File: src/rtl/cand_ctrl_pkg.sv
// Shared types for the CAND clock-gate controller: FSM state encoding and
// a small helper used to size the settle/idle down-counter.
package cand_ctrl_pkg;

  typedef enum logic [1:0] {
    ST_OFF  = 2'b00,
    ST_WAKE = 2'b01,
    ST_ON   = 2'b10,
    ST_IDLE = 2'b11
  } cand_state_t;

  function automatic int max_int(input int a, input int b);
    return (a > b) ? a : b;
  endfunction

endpackage

File: src/rtl/cand_sen_ctrl.sv
// Drives CAND.SEN: wakes the gated clock on request, acknowledges once it has
// settled, and gates it off again after IDLE_CYCLES of inactivity.
module cand_sen_ctrl
  import cand_ctrl_pkg::*;
#(
  parameter int WAKE_CYCLES = 2,
  parameter int IDLE_CYCLES = 16
) (
  input  logic       CLK,
  input  logic       RST,
  input  logic       REQ,
  input  logic       BUSY,
  input  logic       FORCE_ON,
  output logic       SEN,
  output logic       ACK,
  output logic [1:0] STATE
);

  localparam int CNT_W = $clog2(max_int(WAKE_CYCLES, IDLE_CYCLES) + 1);

  // Reload values; the WAKE load is only used when WAKE_CYCLES > 0.
  localparam int WAKE_LOAD_I = (WAKE_CYCLES > 0) ? WAKE_CYCLES - 1 : 0;
  localparam int IDLE_LOAD_I = (IDLE_CYCLES > 0) ? IDLE_CYCLES - 1 : 0;
  localparam logic [CNT_W-1:0] WAKE_LOAD = CNT_W'(WAKE_LOAD_I);
  localparam logic [CNT_W-1:0] IDLE_LOAD = CNT_W'(IDLE_LOAD_I);
  localparam logic [CNT_W-1:0] CNT_ONE   = CNT_W'(1);

  /*
   * Handshake: REQ, BUSY and FORCE_ON are level inputs, all equivalent for
   * keeping the clock alive. ACK is high only while the state register is ON
   * or IDLE, so the consumer may use the gated clock exactly while ACK=1.
   * A wake in progress cannot be aborted except by RST.
   */

  cand_state_t      state;
  logic [CNT_W-1:0] cnt;
  logic             act;
  logic             sen_q;

  assign act = REQ | BUSY | FORCE_ON;

  always_ff @(posedge CLK) begin
    if (RST) begin
      state <= ST_OFF;
      cnt   <= '0;
    end else begin
      case (state)
        ST_OFF: begin
          if (act) begin
            if (WAKE_CYCLES > 0) begin
              state <= ST_WAKE;
              cnt   <= WAKE_LOAD;
            end else begin
              state <= ST_ON;
            end
          end
        end
        ST_WAKE: begin
          if (cnt == '0) begin
            state <= ST_ON;
          end else begin
            cnt <= cnt - CNT_ONE;
          end
        end
        ST_ON: begin
          if (!act) begin
            state <= ST_IDLE;
            cnt   <= IDLE_LOAD;
          end
        end
        ST_IDLE: begin
          // Activity wins over expiry, even when the count has reached zero.
          if (act) begin
            state <= ST_ON;
          end else if (cnt == '0) begin
            state <= ST_OFF;
          end else begin
            cnt <= cnt - CNT_ONE;
          end
        end
        default: begin
          state <= ST_OFF;
          cnt   <= '0;
        end
      endcase
    end
  end

  // SEN only changes while CLK is low, so the CAND AND gate never sees a runt.
  always_ff @(negedge CLK) begin
    if (RST) begin
      sen_q <= 1'b0;
    end else begin
      sen_q <= (state != ST_OFF);
    end
  end

  assign SEN   = sen_q;
  assign ACK   = (state == ST_ON) || (state == ST_IDLE);
  assign STATE = state;

endmodule

File: config.mk
export PLATFORM = sky130hd
export DESIGN_NAME = cand_sen_ctrl
export DESIGN_NICKNAME = d
export VERILOG_FILES = /design/src/rtl/cand_ctrl_pkg.sv /design/src/rtl/cand_sen_ctrl.sv
export SDC_FILE = /design/constraint.sdc
export NUM_CORES = 1
export LEC_CHECK = 0
export BUFFER_PORTS_ARGS = -buffer_cell sky130_fd_sc_hd__buf_2
export CAP_MARGIN = 20
export CORE_ASPECT_RATIO = 0.75
export CORE_MARGIN = 4
export CORE_UTILIZATION = 25
export CTS_CLUSTER_DIAMETER = 80
export DETAILED_ROUTE_END_ITERATION = 7
export GPL_ROUTABILITY_DRIVEN = 1
export GPL_TIMING_DRIVEN = 0
export PLACE_DENSITY = 0.52
export SYNTH_ARGS = -nofsm -noshare
export SYNTH_HDL_FRONTEND = slang
export SYNTH_SLANG_ARGS = --single-unit
File: constraint.sdc
create_clock -name CLK -period 4.76 [get_ports CLK]
set_clock_uncertainty 0.2 [all_clocks]
set_input_delay 0.476 -clock CLK [delete_from_list [all_inputs] [get_ports CLK]]
set_output_delay 0.476 -clock CLK [all_outputs]
set_load 0.05 [all_outputs]
==> impl_metrics.py <==
metrics = {
    "sta": {
        "tightest_slew_ns": 0.3935,
        "slew_headroom": 0.7353,
        "final.setup.tns_ns": 0,
        "setup_viol": 0,
        "drv_slew": 0,
        "finalWorstSetupSlack_ns": 0.8459,
        "hold_viol_final": 0,
        "grt_setup_unrepaired": "no",
        "hold_ws_ns": 0.2506,
    },
    "yosys": {
        "synth_area_sq_um": 455.4,
        "ys_types": 27,
        "seq_area_frac_synth": 0.3516,
        "ys_warn_count": 0,
        "synthAdderAreaFrac": 0.02747,
        "syn_avg_cell_area_sq_um": 8.593,
        "netlist_instances": 53,
        "synth_seq_cells": 8,
        "synthMuxAreaShare": 0.02198,
        "synthSimpleGateAreaFrac": 0.2143,
        "synth_xor_area_frac": 0,
        "synth_compound_gate_area_share": 0.3077,
        "synth_top_family_by_area": "compound AO/OA/AOI/OAI gates",
        "synth_nets": 59,
    },
    "floorplanning": {
        "die_y_um": 44.97,
        "core_sq_mm": 0.001724,
        "start_util": 0.2642,
        "rows": 13,
        "dieArea_sq_mm": 0.002576,
        "die_width_um": 57.29,
        "boundaryPins": 9,
    },
    "worst_setup_path": {
        "crit_buf_inv": 1,
        "crit_path_end_kind": "primary output",
        "cp_top_family": "flip-flops",
        "cp_slowest_cell": "dfxtp_1",
        "r2r-end": "SEN$_SDFF_NP0_",
        "critPathArrivalTime_ns": 3.24,
        "reg2reg_depth": 3,
        "worstSetupPathType": "flip-flop to primary output",
        "path_max_fanout": 1,
        "worstReg2RegStart": "STATE[0]$_SDFFE_PP0P_",
        "start_kind": "flip-flop",
        "rrSetupSlack_ns": 1.39,
        "critical_path.max_stage_delay_ns": 0.29,
        "required_ns": 4.08,
        "crit_chain": "buf_2",
    },
    "run_status": {
        "status": "finished, final reports clean",
    },
    "placement": {
        "gp_congestion": 0.7448,
        "dp.cells": 82,
        "pre_cts_slack_ns": 1.137,
        "dpl_cell_area_sq_um": 518.0,
        "io_buffer_count": 7,
        "hpwl_um": 685.4,
    },
    "clock_tree": {
        "h-tree-depth": 1,
        "cts_sinks": 8,
        "clk_path_buf_depth": 2,
        "tritoncts": "done",
        "cts_resized": 0,
        "cts_buffers": 3,
        "post_cts_buffers": 0,
        "cts.clk_slew.worst_paths_ns": 0.06,
        "cts-hold-fix-buffers": 0,
        "cts_root_buf": "clkbuf_4",
        "clk_latency_ns": 0.26,
    },
    "global_route": {
        "grt_max_degree": 11,
        "overflow": 0,
        "grt_pass1_vias": 367,
        "grt_pass1_wl_mm": 1.600,
        "grt.total_usage": 0.08869,
        "antenna_found_initial": 0,
    },
    "power": {
        "totalPowerFinal_uw": 424.4,
        "powerDensity_mw_per_mm2": 779.7,
        "combPwrFrac": 0.576,
        "switching_share": 0.4799,
        "sequentialPowerShare": 0.278,
        "p_clk_frac": 0.145,
        "internal-power_uw": 220.7,
        "p_switching_uw": 203.7,
        "leakage_nw": 0.2175,
        "ir_worst_vdd_uv": 317.5,
    },
    "hold_path": {
        "min_delay_worst_endpoint": "cnt[4]$_SDFFE_PP0P_",
        "min_from": "cnt[4]$_SDFFE_PP0P_",
        "hold_path_depth": 2,
        "hold_class": "flip-flop to flip-flop",
    },
    "flow_run": {
        "cap_violations": 0,
    },
    "drt": {
        "highest_layer": "met4",
        "drt-initial-drc-count": 4,
        "wl_met2_um": 336,
        "drc": 0,
        "wl_met3_um": 61,
        "wl_per_cell_um": 10.13,
        "drt_pass1_iterations": 2,
        "drtAntennaViolNets": 0,
        "num_vias": 390,
        "drt_wl_total_um": 871,
        "vias_per_cell": 4.535,
        "wl_met1_um": 465,
    },
    "final_layout": {
        "diodes": 0,
        "final_util": 0.3157,
        "fin_cells": 86,
        "areaGrowthSynthToFinish_pct": 19.51,
        "drive_above_1_share": 0.2656,
        "layout.nets": 71,
        "fin_area_sq_um": 544.3,
    },
}
==> power by group through the flow <==
stage | clock network (mW) | registers [mW] | logic, mW
after global routing | 0.0701 | 0.123 | 0.268
after floorplan | 0.00263 | 0.151 | 0.169
after CTS | 0.0636 | 0.118 | 0.247
after detailed placement | 0.00263 | 0.120 | 0.246
after global placement | 0.00263 | 0.121 | 0.247
final | 0.0617 | 0.118 | 0.245
==> synth_stat cells, drive strengths merged <==
cell | number | share of area
dfxtp | 8 | 0.35
inv | 6 | 0.049
nor2 | 6 | 0.049
a21oi | 4 | 0.052
o31ai | 3 | 0.080
a21boi | 2 | 0.033
a31oi | 2 | 0.027
clkbuf | 2 | 0.016
nand2 | 2 | 0.016
o21ai | 2 | 0.022
or2 | 2 | 0.027
or3 | 2 | 0.027
a211o | 1 | 0.019
a211oi | 1 | 0.016
buf | 1 | 0.011
ha | 1 | 0.027
mux2i | 1 | 0.022
nand2b | 1 | 0.014
nand3 | 1 | 0.011
nor2b | 1 | 0.014
nor3 | 1 | 0.011
nor4 | 1 | 0.014
o221ai | 1 | 0.058
or4b | 1 | 0.030
==> cell families after synthesis <==
family / after synthesis
and+or+nand+nor: 18
DFF: 8
AOI/OAI and AO/OA: 16
adders and majority gates: 1
muxes: 1
buffers and inverters: 9
==> state kept, by name, indices dropped and copies added (netlist names) <==
signal  flops
cnt         5
STATE       2
SEN         1
==> metal layers <==
metal,vias up,GRT usage
met4,0,0.05556
met1,169,0.1033
met5,-,0
met2,9,0.1185
li1,209,-
met3,3,0.06000
==> area by class of cell <==
| type | count | area (sq um) |
|---|---|---|
| fill | 198 | 1180 |
| multi-input combinational | 36 | 260.3 |
| sequential | 8 | 160.2 |
| timing repair buffer | 7 | 35.03 |
| tap | 22 | 27.53 |
| clock buffer | 4 | 26.28 |
| inverter | 5 | 18.77 |
| buffer | 3 | 12.51 |
| clock inverter | 1 | 3.754 |
==> worst max path at each step <==
stage | from | cells after the start | slack [ns] | endpoint
final | SEN$_SDFF_NP0_ | 1 | 0.85 | SEN
after global routing | SEN$_SDFF_NP0_ | 1 | 0.81 | SEN
after global placement | RST | 2 | 1.15 | SEN$_SDFF_NP0_
after detailed placement | RST | 2 | 1.14 | SEN$_SDFF_NP0_
after CTS | SEN$_SDFF_NP0_ | 1 | 0.84 | SEN
after floorplan | STATE[0]$_SDFFE_PP0P_ | 3 | 1.07 | SEN$_SDFF_NP0_
==> cell usage in the layout, fill, tap and decap left out, drive strengths merged, types with 2 or more instances in the layout <==
cell type	netlist	layout
a21boi	2	2
a21oi	4	4
a31oi	2	2
buf	1	8
clkbuf	2	6
dfxtp	8	8
inv	6	6
nand2	2	2
nor2	6	6
o21ai	2	2
o31ai	3	3
or2	2	2
or3	2	2
==> tightest hold or removal path, delay by kind of cell, from the launching register on <==
family           cells  cell delay, ns
AO/OA/AOI/OAI        1            0.04
AND/OR/NAND/NOR      1            0.06
flip-flops           1            0.31
No activity file was read; power rests on OpenSTA's default activity.
